<file path="config.mk">
export PLATFORM = sky130hd
export DESIGN_NAME = char_console_writer
export DESIGN_NICKNAME = d
export VERILOG_FILES = /design/src/rtl/char_console_writer.sv
export SDC_FILE = /design/constraint.sdc
export NUM_CORES = 1
export LEC_CHECK = 0
export BUFFER_PORTS_ARGS = -buffer_cell sky130_fd_sc_hd__buf_2
export CORE_UTILIZATION = 25
export CTS_BUF_LIST = sky130_fd_sc_hd__clkbuf_4
export DETAILED_ROUTE_END_ITERATION = 7
export SETUP_SLACK_MARGIN = 0.15
export SLEW_MARGIN = 20
export SYNTH_ARGS = -nofsm -noshare
export SYNTH_HDL_FRONTEND = slang
export SYNTH_SLANG_ARGS = --single-unit
</file>
<file path="constraint.sdc">
create_clock -name system_clock -period 3.5 [get_ports system_clock]
set_input_delay 0 -clock system_clock [delete_from_list [all_inputs] [get_ports system_clock]]
set_output_delay 0 -clock system_clock [all_outputs]
set_load 0.01 [all_outputs]
</file>
<file path="src/rtl/char_console_writer.sv">
// Text-console engine: turns character-interface requests into text RAM writes,
// handling control codes, line wrap, whole-screen clear, row clear and scrolling.
module char_console_writer #(
  parameter int unsigned COLS   = 40,
  parameter int unsigned ROWS   = 25,
  parameter int unsigned ADDR_W = 10,
  parameter int unsigned COL_W  = 6,
  parameter int unsigned ROW_W  = 5
) (
  input  logic              system_clock,
  input  logic              hardware_reset,
  input  logic              char_write,
  input  logic [7:0]        char_out,
  input  logic              char_clear,
  input  logic              char_clear_line,
  output logic              char_done,
  output logic [ADDR_W-1:0] ram_wr_addr,
  output logic [7:0]        ram_wr_data,
  output logic              ram_we,
  output logic [ADDR_W-1:0] ram_rd_addr,
  input  logic [7:0]        ram_rd_data,
  output logic [COL_W-1:0]  cursor_col,
  output logic [ROW_W-1:0]  cursor_row,
  output logic              busy
);

  localparam logic [ADDR_W-1:0] COLS_A      = ADDR_W'(COLS);
  localparam logic [ADDR_W-1:0] LAST_CELL_A = ADDR_W'(COLS * ROWS - 1);
  localparam logic [ADDR_W-1:0] SCROLL_N_A  = ADDR_W'((ROWS - 1) * COLS);
  localparam logic [COL_W-1:0]  COL_LAST    = COL_W'(COLS - 1);
  localparam logic [ROW_W-1:0]  ROW_LAST    = ROW_W'(ROWS - 1);
  localparam logic [7:0]        SPACE       = 8'h20;
  localparam logic [7:0]        CODE_CR     = 8'h0D;
  localparam logic [7:0]        CODE_LF     = 8'h0A;
  localparam logic [7:0]        CODE_BS     = 8'h08;

  typedef enum logic [2:0] {
    S_IDLE,
    S_PUT,
    S_CLEAR,
    S_CLEAR_LINE,
    S_SCROLL,
    S_SCROLL_FILL,
    S_DONE
  } state_t;

  state_t            state_q;
  logic [COL_W-1:0]  col_q;
  logic [ROW_W-1:0]  row_q;
  logic [ADDR_W-1:0] cnt_q;
  logic              adv_q;
  logic              we_q;
  logic [ADDR_W-1:0] wr_addr_q;
  logic [7:0]        wr_data_q;
  logic [ADDR_W-1:0] rd_addr_q;
  logic              done_q;
  logic              busy_q;

  logic [ADDR_W-1:0] row_base_d;
  logic [ADDR_W-1:0] cur_addr_d;

  assign row_base_d = ADDR_W'(row_q) * COLS_A;
  assign cur_addr_d = row_base_d + ADDR_W'(col_q);

  // Outputs are registered together with the state they belong to, so a
  // write is visible exactly while the FSM sits in the writing state.
  // Outside SCROLL the read port idles on COLS so the first scroll read is
  // already in flight when SCROLL is entered.
  always_ff @(posedge system_clock or negedge hardware_reset) begin
    if (!hardware_reset) begin
      state_q   <= S_IDLE;
      col_q     <= '0;
      row_q     <= '0;
      cnt_q     <= '0;
      adv_q     <= 1'b0;
      we_q      <= 1'b0;
      wr_addr_q <= '0;
      wr_data_q <= SPACE;
      rd_addr_q <= '0;
      done_q    <= 1'b0;
      busy_q    <= 1'b0;
    end else begin
      we_q      <= 1'b0;
      done_q    <= 1'b0;
      busy_q    <= 1'b1;
      rd_addr_q <= COLS_A;
      unique case (state_q)
        S_IDLE: begin
          if (char_clear) begin
            state_q   <= S_CLEAR;
            cnt_q     <= '0;
            we_q      <= 1'b1;
            wr_addr_q <= '0;
            wr_data_q <= SPACE;
          end else if (char_clear_line) begin
            state_q   <= S_CLEAR_LINE;
            cnt_q     <= '0;
            we_q      <= 1'b1;
            wr_addr_q <= row_base_d;
            wr_data_q <= SPACE;
          end else if (char_write) begin
            case (char_out)
              CODE_CR: begin
                col_q   <= '0;
                state_q <= S_DONE;
                done_q  <= 1'b1;
              end
              CODE_LF: begin
                col_q <= '0;
                if (row_q == ROW_LAST) begin
                  state_q   <= S_SCROLL;
                  cnt_q     <= '0;
                  rd_addr_q <= COLS_A + 1'b1;
                end else begin
                  row_q   <= row_q + 1'b1;
                  state_q <= S_DONE;
                  done_q  <= 1'b1;
                end
              end
              CODE_BS: begin
                if (col_q != '0) begin
                  col_q     <= col_q - 1'b1;
                  state_q   <= S_PUT;
                  adv_q     <= 1'b0;
                  we_q      <= 1'b1;
                  wr_addr_q <= cur_addr_d - 1'b1;
                  wr_data_q <= SPACE;
                end else begin
                  state_q <= S_DONE;
                  done_q  <= 1'b1;
                end
              end
              default: begin
                state_q   <= S_PUT;
                adv_q     <= 1'b1;
                we_q      <= 1'b1;
                wr_addr_q <= cur_addr_d;
                wr_data_q <= char_out;
              end
            endcase
          end else begin
            busy_q <= 1'b0;
          end
        end

        S_PUT: begin
          if (adv_q && (col_q == COL_LAST)) begin
            col_q <= '0;
            if (row_q == ROW_LAST) begin
              state_q   <= S_SCROLL;
              cnt_q     <= '0;
              rd_addr_q <= COLS_A + 1'b1;
            end else begin
              row_q   <= row_q + 1'b1;
              state_q <= S_DONE;
              done_q  <= 1'b1;
            end
          end else begin
            if (adv_q) begin
              col_q <= col_q + 1'b1;
            end
            state_q <= S_DONE;
            done_q  <= 1'b1;
          end
        end

        S_CLEAR: begin
          if (cnt_q == LAST_CELL_A) begin
            col_q   <= '0;
            row_q   <= '0;
            state_q <= S_DONE;
            done_q  <= 1'b1;
          end else begin
            cnt_q     <= cnt_q + 1'b1;
            we_q      <= 1'b1;
            wr_addr_q <= cnt_q + 1'b1;
          end
        end

        S_CLEAR_LINE: begin
          if (cnt_q == COLS_A - 1'b1) begin
            col_q   <= '0;
            state_q <= S_DONE;
            done_q  <= 1'b1;
          end else begin
            cnt_q     <= cnt_q + 1'b1;
            we_q      <= 1'b1;
            wr_addr_q <= wr_addr_q + 1'b1;
          end
        end

        // Cycle k holds the data of cell COLS+k and writes it to cell k next cycle.
        S_SCROLL: begin
          if (cnt_q == SCROLL_N_A) begin
            state_q   <= S_SCROLL_FILL;
            cnt_q     <= '0;
            we_q      <= 1'b1;
            wr_addr_q <= SCROLL_N_A;
            wr_data_q <= SPACE;
          end else begin
            cnt_q     <= cnt_q + 1'b1;
            we_q      <= 1'b1;
            wr_addr_q <= cnt_q;
            wr_data_q <= ram_rd_data;
            rd_addr_q <= (rd_addr_q == LAST_CELL_A) ? rd_addr_q : rd_addr_q + 1'b1;
          end
        end

        S_SCROLL_FILL: begin
          if (cnt_q == COLS_A - 1'b1) begin
            state_q <= S_DONE;
            done_q  <= 1'b1;
          end else begin
            cnt_q     <= cnt_q + 1'b1;
            we_q      <= 1'b1;
            wr_addr_q <= wr_addr_q + 1'b1;
          end
        end

        S_DONE: begin
          state_q <= S_IDLE;
          busy_q  <= 1'b0;
        end

        default: begin
          state_q <= S_IDLE;
          busy_q  <= 1'b0;
        end
      endcase
    end
  end

  assign char_done   = done_q;
  assign ram_we      = we_q;
  assign ram_wr_addr = wr_addr_q;
  assign ram_wr_data = wr_data_q;
  assign ram_rd_addr = rd_addr_q;
  assign cursor_col  = col_q;
  assign cursor_row  = row_q;
  assign busy        = busy_q;

endmodule
</file>
* Yosys cells after proc, flatten, opt, wreduce, memory -nomap -nowiden
Index checks and enable logic that the tools add are counted.
** Word-level totals
- Register bits :: 56
- Input bits :: 21
- Logic and storage cells :: 162
** Operators by class
- $mul :: 1
- Eq/ne operators :: 34
- Multiplexer cells :: 87
- $add $sub $neg :: 8
- Reductions and logical operators :: 18
- Bitwise gates (word level) :: 3
** Operators by type and width (number)
- $mux W10 :: 17
- $pmux W10 S5 :: 1
- $mux W6 :: 8
- $mux W8 :: 5
- $pmux W10 S4 :: 1
- $mux W5 :: 7
- $pmux W8 S2 :: 2
- $add A10 B1 Y10 const B :: 3
- $eq A10 B10 Y1 const B :: 3
- $pmux W10 S3 :: 1
- $eq A8 B4 Y1 const B :: 3
- $mux W1 :: 24
- $mux W3 :: 8
- $pmux W6 S4 :: 1
- $ne A2 B2 Y1 const B :: 10
- $pmux W10 S2 :: 1
- $reduce_and A6 Y1 :: 3
- $pmux W3 S5 :: 1
- $pmux W5 S3 :: 1
- $pmux W6 S2 :: 1
- $add A10 B6 Y10 :: 1
- $eq A10 B6 Y1 const B :: 1
- $sub A10 B1 Y10 const B :: 1
- $ne A3 B3 Y1 const B :: 3
- other kinds (32) :: 44

* Logic depth before layout (Yosys ltp)
- Depth in word-level cells :: 9
- Gate-level depth with buffers :: 11
- Gate-level depth less buffers :: 10

* Worst setup path after synthesis
OpenSTA, ideal clock, no wires.
- Path kind :: reg2reg
- Start :: reg row_q[1], in the netlist cursor_row[1]
- End :: reg wr_addr_q[9], in the netlist ram_wr_addr[9]
- Buffers on the path :: 1
- Required time :: 3.366 ns
- Stages on the path, launching flop included :: 12
- Path slack :: 0.457 ns
- Library setup time :: 0.134 ns
- Data arrival time :: 2.909 ns
- Path through :: dfrtp_1 -> ha_1 -> ha_1 -> inv_1 -> fa_1 -> clkbuf_1 -> nand2b_1 -> o32ai_1 -> o311ai_0 -> mux2_2 -> a22oi_1 -> o211ai_1
** Between the ends
- Longest elaborated chain between the ends :: 9
** Ends and longest elaborated chain
- start: declaration :: line 49 : logic [ROW_W-1:0] row_q;
- start signal: assignment :: line 115 : row_q <= row_q + 1'b1;
- start signal: assignment :: line 154 : row_q <= row_q + 1'b1;
- $mul A5 B3 Y7 (*) :: line 62 : assign row_base_d = ADDR_W'(row_q) * COLS_A;
- $add A10 B6 Y10 :: line 63 : assign cur_addr_d = row_base_d + ADDR_W'(col_q);
- $sub A10 B1 Y10 :: line 126 : wr_addr_q <= cur_addr_d - 1'b1;
- $mux W10 :: line 121 : if (col_q != '0) begin
- $pmux W10 S2 :: line 102 : case (char_out)
- $mux W10 :: line 101 : end else if (char_write) begin
- $mux W10 (*) :: line 95 : end else if (char_clear_line) begin
- $mux W10 (*) :: line 89 : if (char_clear) begin
- $pmux W10 S4 (*) :: line 87 : unique case (state_q)
- end signal: assignment :: line 99 : wr_addr_q <= row_base_d;
- end signal: assignment :: line 126
- end signal: assignment :: line 137 : wr_addr_q <= cur_addr_d;
- end: declaration :: line 53 : logic [ADDR_W-1:0] wr_addr_q;
Mark *: on every way between the ends. The rest lies on a longest branch, timed or not. The select of a mux whose other input is x is not followed.
A chain may end at the register's enable or synchronous reset.

* Worst setup path in the final report
- Start :: reg row_q[3], in the netlist cursor_row[3]
- End :: reg wr_addr_q[8], in the netlist ram_wr_addr[8]
The elaborated chain is that of the path after synthesis.

==> summary.md <==
| Metric | Value |
|---|---|
| Total wire length after detailed routing | about 14,000 µm |
| Post-layout power | approximately 3600 µW |
| Cell types with the largest area share after synthesis | sky130_fd_sc_hd__dfrtp_1 30%, sky130_fd_sc_hd__ha_1 5.1%, sky130_fd_sc_hd__nor2_1 4.5% |
| Compound-cell area share of the yosys netlist | about a quarter |
| List of cells traversed by the critical path | ha_1 -> ha_1 -> inv_1 -> fa_1 -> nand2b_1 -> o32ai_1 -> nor3_2 -> mux2i_1 -> o41ai_1 -> a31oi_1 |
| First-pass iteration count of the detailed router | 7 |
| Number of synthesized flops with an enable pin | 0 |
| Maximum number of pins on one net before global-route repair | 33 |
| Worst path required time | about 3800 ps |
| Horizontal die dimension | roughly 140 µm |
| Minimum period implied by the final worst setup slack | approximately 3200 ps |
| Number of standard cells after synthesis | around 560 |
| Total of fill cells in the finished design | 1,924 |
| Peak per-stage delay on the critical path | around 530 ps |
| Worst setup skew after layout | approximately 20 ps |
| CP Buf/Inv Count | 1 |
| Global routing usage summed across all routing layers | ~15% |
| Cell at the root of the clock tree | sky130_fd_sc_hd__clkbuf_4 |
| Cell Area, Synth | around 0.0047 mm² |
| Antenna Nets Post-Route | 0 |
| Initial Util | around a quarter |
| Crit. End Element | flop |
| Placer's final routability congestion estimate | between 0.8 and 0.9 |
| Number of library cell types mapped by synthesis | 75 |
| Async set-or-reset flop fraction in the synthesized netlist | 100% |
| Rows | 49 |
| Register bit total from synthesis | 56 |
| Max-slew headroom at the worst pin | between 30% and 40% |
| Setup repair after global routing missed its margin | false |
| Core Box Area | 0.0181 mm² |
| Number of buffers between clock root and the deepest sink | 2 |
| Power per unit of standard cell area | roughly 660 mW/mm² |
| Final Hold Vio Count | 0 |
| IR Drop Worst-Case VDD | roughly 0.2 mV |
| Count of final setup violators | 0 |
| Count of yosys warnings during synthesis | 0 |
| Synthesized-area fraction occupied by adder cells | a little under 6% |
| Top_reg_cell synth | sky130_fd_sc_hd__dfrtp_1 |
| Highest net fanout along the worst path | 10 |
| Source-to-sink clock delay at the later pin of the worst-skew pair | 450 ps |
| Library cell occupying the most area in the post-synthesis netlist | sky130_fd_sc_hd__dfrtp_1 |
| Critical Path AT | around 3500 ps |
| Clock sink count | 56 |
| Ports | between 60 and 70 |
| Class of the tightest hold or removal check | in -> reg |
| Main combinational cell family by area after synthesis | compound AO/OA/AOI/OAI gates |
| Synthesized area per cell | 8.25 µm² |
| Result of the run | finished, violations left |
| First-pass GRT wire length | around 23,000 µm |
| Number of buffers inserted by port buffering | a little over 60 |
| Most repeated cell in the gate-level netlist after synthesis | sky130_fd_sc_hd__nor2_1 |
| Launching element type of the critical path | flop |
| Slew Limit Fails | 0 |
| Number of clock buffers inserted by TritonCTS | 5 |
| Worst Max-Slew Pin Slew | 918 ps |
| Register area | 0.00140 mm² |
| Critical path start-end classification | reg -> reg |
| Period Utilization, post-route | between 90% and 100% |
| Die outline height | around 140 µm |
| Antenna violations before repair | 1 |
| DR vias | ~4,500 |
| Cell type of the slowest stage on the worst timing path | sky130_fd_sc_hd__fa_1 |
| Total negative setup slack | 0 ps |
| Mux share of post-synthesis cell area | under 10% |
| CTS tree | yes |
| # Max-Cap Violations | 0 |
| Post-CTS setup repair buffer count | 0 |
| Signed area change from the synthesized netlist to the final layout | 16.4% |
| Lkg Pwr | approximately 0.0022 µW |
| Number of global-route vias before repair | about 4,300 |
| DRC | 8 |
| Fraction of layout instances using a drive strength above 1 | 16.9% |
| Net count reported at finish | ~670 |
| Synth Area in XOR/XNOR | 4.71% |
| Post-DP HPWL | between 10,000 and 15,000 µm |
| Via-to-Cell Ratio | 5.29 |
| Maximum level of the CTS H-tree | 2 |
| Max Fclk | roughly 0.32 GHz |
| Leading post-synthesis cells by instance count | 56 x sky130_fd_sc_hd__nor2_1, 55 x sky130_fd_sc_hd__dfrtp_1, 45 x sky130_fd_sc_hd__nand2_1 |
| Clock-pin slew of the registers on the worst-case setup and hold paths | roughly 180 ps |
| Library cell appearing most often on the critical path | sky130_fd_sc_hd__ha_1 |
| Final global-route overflow total | 0 |
| Die area | ~0.019 mm² |
| Crit-path leading delay family | adder cells |
| Share of the yosys chip area belonging to registers | between 30 and 40% |
| Post-Synth Simple-Gate Area | between 20 and 30% |
| Post-synth net total | 606 |
| DRC violation total after the first TritonRoute iteration | around 360 |
| Wire per inst | about 16 µm |
| Violated checks | design-rule violations |
| Multi-input gate area | just over 0.003 mm² |
| Fraction of post-synthesis cell area in the top cell type by area | 29.6% |
[stage by stage]
| step | std cells | area (µm²) | setup WS, ps | utilization [%] | hold WS (ps) |
|---|---|---|---|---|---|
| final | 857 | 5420 | 344 | 29.9 | 38.7 |
| after global routing | 857 | 5420 | 162 | 29.9 | 70.2 |
| after CTS | 856 | 5410 | 288 | 29.9 | 20.8 |
| after detailed placement | 830 | 5160 | 325 | 28.5 | 136 |
| after global placement | 830 | 5160 | 423 | 28.5 | 117 |
| after floorplan | 564 | 4650 | 457 | - | -296 |
[registers in the layout, summed over array words and instances, names as in the netlist]
name         flops
adv_q            1
busy             1
cursor_row       5
cursor_col       6
ram_rd_addr     10
cnt_q           10
ram_wr_addr     10
char_done        1
ram_we           1
ram_wr_data      8
state_q          3
[worst min-delay path, cell delays in order]
cell and delay, ps:
sky130_fd_sc_hd__buf_2 140, sky130_fd_sc_hd__nor3_1 100, sky130_fd_sc_hd__a21oi_1 190
[metal layers]
metal | GRT usage [%] | share of wire (%)
met1 | 21.0 | 50
met2 | 22.9 | 44
met3 | 2.53 | 4.8
met4 | 3.96 | 1.2
met5 | 0 | 0
[layout by cell type (no fill, tap or decap), types with 9 or more instances in the layout]
cell / synthesis / final
sky130_fd_sc_hd__buf_2: 8 / 62
sky130_fd_sc_hd__nor2_1: 56 / 56
sky130_fd_sc_hd__dfrtp_1: 55 / 55
sky130_fd_sc_hd__nand2_1: 45 / 45
sky130_fd_sc_hd__o21ai_0: 40 / 40
sky130_fd_sc_hd__a21oi_1: 34 / 34
sky130_fd_sc_hd__inv_1: 23 / 23
sky130_fd_sc_hd__nand3_1: 22 / 22
sky130_fd_sc_hd__ha_1: 19 / 19
sky130_fd_sc_hd__dlygate4sd3_1: 0 / 18
sky130_fd_sc_hd__xor2_1: 13 / 13
sky130_fd_sc_hd__a31oi_1: 12 / 12
sky130_fd_sc_hd__xnor2_1: 12 / 12
sky130_fd_sc_hd__nor3_1: 11 / 10
sky130_fd_sc_hd__a22o_1: 10 / 10
sky130_fd_sc_hd__mux2_2: 10 / 10
sky130_fd_sc_hd__a311oi_1: 9 / 9
sky130_fd_sc_hd__nand4_1: 9 / 9
[timing repair]
item                                    CTS  global route
hold buffers                             18             0
hold endpoints to repair                 41             0
endpoints found under the setup margin    0             2
gates resized for setup                   0             2
[worst paths after layout]
kind                                start        endpoint  slack, ps  cells after the start
hold / removal                 char_write            busy         40                      3
min in group asynchronous  hardware_reset  ram_rd_addr[9]        140                      2
max in group asynchronous  hardware_reset          ram_we       2510                      3
setup reg to reg            cursor_row[3]  ram_wr_addr[8]        340                     10
setup / recovery            cursor_row[3]  ram_wr_addr[8]        340                     10
hold reg to reg            ram_wr_data[5]  ram_wr_data[5]        490                      2
[final cells by class]
| class | instances | area share, % |
|---|---|---|
| Clock buffer | 5 | 0.693 |
| Sequential cell | 56 | 25.9 |
| Timing Repair Buffer | 88 | 10.2 |
| Inverter | 24 | 1.66 |
| Multi-Input combinational cell | 451 | 55.7 |
| Antenna cell | 1 | 0.0462 |
| Clock inverter | 3 | 0.531 |
| Tap cell | 229 | 5.29 |
[cell families after synthesis]
logic type | Yosys count
simple gates | 216
compound gates | 174
buf+inv | 57
flops | 56
xor+xnor | 25
fa+ha+maj | 21
mux | 15
[where the power goes]
group | leakage (µW) | switching (µW) | total, µW | internal, µW
clock | 0.0000381 | 255 | 344 | 89.0
sequential | 0.000730 | 269 | 1080 | 811
combinational | 0.00147 | 1280 | 2140 | 861
total | 0.00223 | 1800 | 3560 | 1760
Power figures use the tool's default switching activity.
